## src/rtl/shift_add_multiplier_if.sv

```systemverilog
// shift_add_multiplier_if
//   Handshake bundle between an operand producer / result consumer and the
//   shift_add_multiplier.
//   Parameter: data_width - operand width; product is 2*data_width bits.
//   Signals:
//     in_valid  - producer has operands a/b on the bus
//     in_ready  - multiplier is idle and can take operands
//     a, b      - multiplicand / multiplier, unsigned
//     out_valid - product is valid
//     out_ready - consumer takes product
//     product   - a*b, unsigned, full width
//   Modports: slave = multiplier side, master = producer/consumer side.
interface shift_add_multiplier_if #(
   parameter int data_width = 8
);
   logic                      in_valid;
   logic                      in_ready;
   logic [data_width-1:0]     a;
   logic [data_width-1:0]     b;
   logic                      out_valid;
   logic                      out_ready;
   logic [2*data_width-1:0]   product;

   modport slave (
      input  in_valid, a, b, out_ready,
      output in_ready, out_valid, product
   );

   modport master (
      output in_valid, a, b, out_ready,
      input  in_ready, out_valid, product
   );
endinterface

```

## src/rtl/shift_add_multiplier.sv

```systemverilog
// full_adder
//   Ripple-carry adder: {cout, sum} = x + y + cin.
//   Ports: x, y (data_width), cin (1) in; sum (data_width), cout (1) out.
//
// shift_add_multiplier
//   Sequential unsigned multiplier. Accepts a/b over a valid/ready handshake,
//   runs data_width add-and-shift iterations through one full_adder, then
//   presents the 2*data_width-bit product over a valid/ready handshake.
//   Ports: clk, rst_n (async, active-low) plain; bus (slave modport of
//   shift_add_multiplier_if) carries both handshakes and data.
module full_adder #(
   parameter int data_width = 8
) (
   input  logic [data_width-1:0] x,
   input  logic [data_width-1:0] y,
   input  logic                  cin,
   output logic [data_width-1:0] sum,
   output logic                  cout
);
   logic [data_width:0] carry;

   assign carry[0] = cin;

   generate
      for (genvar gi = 0; gi < data_width; gi++) begin : g_bit
         assign sum[gi]       = x[gi] ^ y[gi] ^ carry[gi];
         assign carry[gi + 1] = (x[gi] & y[gi]) | (carry[gi] & (x[gi] ^ y[gi]));
      end
   endgenerate

   assign cout = carry[data_width];
endmodule

module shift_add_multiplier #(
   parameter int data_width = 8
) (
   input  logic                        clk,
   input  logic                        rst_n,
   shift_add_multiplier_if.slave       bus
);
   localparam int cnt_w = $clog2(data_width + 1);
   localparam logic [cnt_w-1:0] last_cnt = cnt_w'(data_width - 1);

   // Encoding chosen so in_ready and out_valid are single state bits:
   // bit0 set only in IDLE, bit1 set only in HOLD.
   localparam logic [1:0] st_idle = 2'b01;
   localparam logic [1:0] st_run  = 2'b00;
   localparam logic [1:0] st_hold = 2'b10;

   logic [1:0]            state_reg,  state_next;
   logic [data_width-1:0] mcand_reg,  mcand_next;
   logic [data_width-1:0] acc_hi_reg, acc_hi_next;
   logic [data_width-1:0] acc_lo_reg, acc_lo_next;
   logic [cnt_w-1:0]      cnt_reg,    cnt_next;

   logic [data_width-1:0] addend;
   logic [data_width-1:0] sum;
   logic                  cout;

   // Current multiplier LSB selects whether the multiplicand is added.
   assign addend = acc_lo_reg[0] ? mcand_reg : '0;

   full_adder #(
      .data_width (data_width)
   ) u_adder (
      .x    (acc_hi_reg),
      .y    (addend),
      .cin  (1'b0),
      .sum  (sum),
      .cout (cout)
   );

   always_comb begin
      state_next  = state_reg;
      mcand_next  = mcand_reg;
      acc_hi_next = acc_hi_reg;
      acc_lo_next = acc_lo_reg;
      cnt_next    = cnt_reg;
      case (state_reg)
         st_idle: begin
            if (bus.in_valid) begin
               mcand_next  = bus.a;
               acc_hi_next = '0;
               acc_lo_next = bus.b;
               cnt_next    = '0;
               state_next  = st_run;
            end
         end
         st_run: begin
            // Carry-out lands in the MSB of the shifted upper half, so no
            // product bit is ever lost; the consumed multiplier bit drops
            // off the bottom as a product bit shifts in from the top.
            {acc_hi_next, acc_lo_next} = {cout, sum, acc_lo_reg[data_width-1:1]};
            cnt_next = cnt_reg + 1'b1;
            if (cnt_reg == last_cnt) begin
               state_next = st_hold;
            end
         end
         st_hold: begin
            if (bus.out_ready) begin
               state_next = st_idle;
            end
         end
         default: begin
            state_next = st_idle;
         end
      endcase
   end

   always_ff @(posedge clk or negedge rst_n) begin
      if (!rst_n) begin
         state_reg  <= st_idle;
         mcand_reg  <= '0;
         acc_hi_reg <= '0;
         acc_lo_reg <= '0;
         cnt_reg    <= '0;
      end else begin
         state_reg  <= state_next;
         mcand_reg  <= mcand_next;
         acc_hi_reg <= acc_hi_next;
         acc_lo_reg <= acc_lo_next;
         cnt_reg    <= cnt_next;
      end
   end

   assign bus.in_ready  = state_reg[0];
   assign bus.out_valid = state_reg[1];
   assign bus.product   = {acc_hi_reg, acc_lo_reg};
endmodule

```

## src/flat_wrapper.sv

```systemverilog
// flat-port wrapper written by rule: the top's interface ports become plain ports
module shift_add_multiplier_flat 
#(
   parameter int data_width = 8
)
  (clk, rst_n, bus_in_valid, bus_a, bus_b, bus_out_ready, bus_in_ready, bus_out_valid, bus_product);
  shift_add_multiplier_if #(.data_width(data_width)) bus_i ();
  input  logic clk;
  input  logic rst_n;
  input wire logic [$bits(bus_i.in_valid)-1:0] bus_in_valid;
  input wire logic [$bits(bus_i.a)-1:0] bus_a;
  input wire logic [$bits(bus_i.b)-1:0] bus_b;
  input wire logic [$bits(bus_i.out_ready)-1:0] bus_out_ready;
  output wire logic [$bits(bus_i.in_ready)-1:0] bus_in_ready;
  output wire logic [$bits(bus_i.out_valid)-1:0] bus_out_valid;
  output wire logic [$bits(bus_i.product)-1:0] bus_product;
  assign bus_i.in_valid = bus_in_valid;
  assign bus_i.a = bus_a;
  assign bus_i.b = bus_b;
  assign bus_i.out_ready = bus_out_ready;
  assign bus_in_ready = bus_i.in_ready;
  assign bus_out_valid = bus_i.out_valid;
  assign bus_product = bus_i.product;
  shift_add_multiplier #(.data_width(data_width)) u_core (.clk(clk), .rst_n(rst_n), .bus(bus_i));
endmodule
```

## config.mk

```make
export PLATFORM = sky130hd
export DESIGN_NAME = shift_add_multiplier_flat
export DESIGN_NICKNAME = d
export VERILOG_FILES = /design/src/rtl/shift_add_multiplier_if.sv /design/src/rtl/shift_add_multiplier.sv /design/src/flat_wrapper.sv
export SDC_FILE = /design/constraint.sdc
export NUM_CORES = 1
export LEC_CHECK = 0
export CORE_ASPECT_RATIO = 1.5
export CORE_UTILIZATION = 48
export DETAILED_ROUTE_END_ITERATION = 7
export PLACE_DENSITY = 0.83
export SYNTH_ARGS = -nofsm -noshare
export SYNTH_HDL_FRONTEND = slang
export SYNTH_SLANG_ARGS = --single-unit
export TNS_END_PERCENT = 30
```

## constraint.sdc

```tcl
create_clock -name clk -period 4.45 [get_ports clk]
set_input_delay 0.6675 -clock clk [delete_from_list [all_inputs] [get_ports clk]]
set_output_delay 0.6675 -clock clk [all_outputs]
set_load 0.01 [all_outputs]
```

==> metrics.cfg <==
[layout]
instances_no_fill=205
nets=194
drive_above_1_share=0.0723
fin_util=0.675
diodes=0
synthToLayoutAreaGrowth_pct=33.7

[route]
viasPerCell=5.43
firstDrtPassIters=4
wl_mm=3.10
wire_per_inst_um=15.1
drtAntennaViolNets=0
drc=0
dr_total_vias=1114
drt_iter0_markers=23

[placement]
portBuffers=37
gp_congestion=0.798
dp_hpwl_mm=2.29
dp_cells=197

[yosys]
yosysWarningCount=0
synth_fp_nets=155
synth.distinct_cells=28
yosys_register_bits=30
syn_area_um2=1460
ys_seq_area_frac=0.517
async_flop_share=1.00
synthCells=126
synth_edf_count=0
yosys_most_used_dff=dfrtp_1
syn_avg_cell_area_um2=11.5

[critical_path]
worstPathRequired_ps=4620
path_common_cell=fa_1
critPathKind=reg -> reg
path_delay_family=adder cells
crit_chain=and2_1 -> ha_1 -> inv_1 -> fa_1 -> fa_1 -> fa_1 -> fa_1 -> fa_1 -> inv_1 -> fa_1 -> inv_1 -> fa_1 -> o2bb2ai_1
critPathMaxFanout=10
critical_path_arrival_ps=3920
worstSetupStartpointType=flop
crit_slowest_cell=dfrtp_1
worst-path-buf-inv=3
max_stage_delay_ps=500
end_kind=flop

[clock_network]
root_buffer=clkbuf_8
path_clk_slew_ps=60
cts_made_buffers=5
cts_resized=0
cts_tree=yes
cts_setup_buffers=0
clock_latency_ps=290
htree_levels=2
clock_sinks=30
clockBufferDepth=2
ctsHoldBuffers=0

[sta]
setup_tns_ps=0
hold_viol=0
min_period_ps=3760
slew_headroom=0.513
setup_viol_count_final=0
period_share=0.844
skew_ps=5.03
max_freq_mhz=266
drv_slew=0
grt_setup_unrepaired=no
tightest_slew_ps=729

[global_routing]
grt_max_degree=31
grt_pass1_vias=1155
antenna_found_initial=0
grt_use_total=0.224
gr-total-overflow=0
grt_pass1_wl_mm=4.92

[power]
ir_worst_vdd_v=0.000402
pwr_density_cell_nw_per_um2=726
total_power_mw=1.41
p_leak_nw=0.864

[die]
io_pins=38
row_count=24
die-area_um2=3260
start_util=0.505
die_width_um=47.0
die_y_um=69.4
coreArea_um2=2880

[run]
maxCapViolCount=0

[worst_hold_path]
hp-class=reg -> reg

[status]
status=completed

-- power by group --
part	leakage, nW	switching, mW	internal [mW]
sequential	0.371	0.115	0.410
combinational	0.444	0.327	0.336
clock	0.0482	0.0992	0.124
total	0.864	0.541	0.871
-- final timing paths --
check | endpoint | startpoint | cells after the start | slack [ps]
max in group asynchronous | u_core.state_reg[0]$_DFFE_PN1P_ | rst_n | 2 | 3380
hold reg to reg | u_core.mcand_reg[4]$_DFFE_PN0P_ | u_core.mcand_reg[4]$_DFFE_PN0P_ | 1 | 490
setup reg to reg | u_core.acc_hi_reg[6]$_DFFE_PN0P_ | u_core.acc_lo_reg[0]$_DFFE_PN0P_ | 13 | 690
min in group asynchronous | u_core.mcand_reg[7]$_DFFE_PN0P_ | rst_n | 2 | 760
hold / removal | u_core.mcand_reg[4]$_DFFE_PN0P_ | u_core.mcand_reg[4]$_DFFE_PN0P_ | 1 | 490
setup / recovery | u_core.acc_hi_reg[6]$_DFFE_PN0P_ | u_core.acc_lo_reg[0]$_DFFE_PN0P_ | 13 | 690
-- per-layer routing --
metal | vias up | track usage | wire length [um]
met5 | - | 0 | 0
met4 | 0 | 0.127 | 80
met3 | 5 | 0.0807 | 177
met2 | 40 | 0.366 | 1710
met1 | 556 | 0.233 | 1130
li1 | 513 | - | -
-- cells by family (layout without fill, tap and decap cells) --
kind of cell,Yosys count,count (layout),share of synthesized area
flip-flops,30,30,0.517
AND/OR/NAND/NOR,25,25,0.0860
buffers and inverters,16,56,0.0447
AO/OA/AOI/OAI,30,30,0.122
adder cells (fa/ha/maj),9,9,0.113
multiplexers,16,16,0.117
-- placed cells by master (no fill, tap or decap), drive strengths merged, types with 2 or more instances in the layout --
| cell type | count |
|---|---|
| clkdlybuf4s50 | 37 |
| dfrtp | 29 |
| o21ai | 18 |
| inv | 10 |
| nand2 | 8 |
| mux2 | 8 |
| mux2i | 8 |
| fa | 7 |
| clkbuf | 7 |
| nor2 | 7 |
| o22ai | 5 |
| and2 | 2 |
| or2 | 2 |
| o2bb2ai | 2 |
| nor3 | 2 |
| ha | 2 |
-- synth_stat cells (4+ instances only) --
cell type | number | area, um^2
o22ai_1 | 5 | 31.3
nor2_1 | 5 | 18.8
o21ai_0 | 8 | 40.0
inv_1 | 10 | 37.5
fa_1 | 7 | 140
dfrtp_1 | 29 | 726
mux2i_1 | 8 | 80.1
nand2_1 | 8 | 30.0
mux2_1 | 8 | 90.1
buf_2 | 4 | 20.0
o21ai_1 | 10 | 50.1
-- per-stage QoR --
step	hold slack (ps)	instance area, um^2	setup WS [ps]
finish	493	1950	694
global route	514	1950	574
global placement	480	1850	852
CTS	497	1950	690
detailed placement	483	1850	696
floorplan	372	1460	772
-- cell type report --
| cell class | instances | area [um^2] |
|---|---|---|
| inverters | 10 | 37.5 |
| clock inverters | 1 | 5.00 |
| repair buffers | 38 | 378 |
| fillers | 255 | 937 |
| well taps | 39 | 48.8 |
| clock buffers | 7 | 86.3 |
| multi-input cells | 80 | 638 |
| flip-flops and latches | 30 | 752 |
-- worst reg2reg max path: stages, from the launching register on --
cell and delay (ps):
dfrtp_1 500, and2_1 180, ha_1 130, inv_1 50, fa_1 370, fa_1 390, fa_1 400, fa_1 400
fa_1 370, inv_1 80, fa_1 170, inv_1 50, fa_1 480, o2bb2ai_1 50
Note: power is estimated with default switching activity, not from simulation.
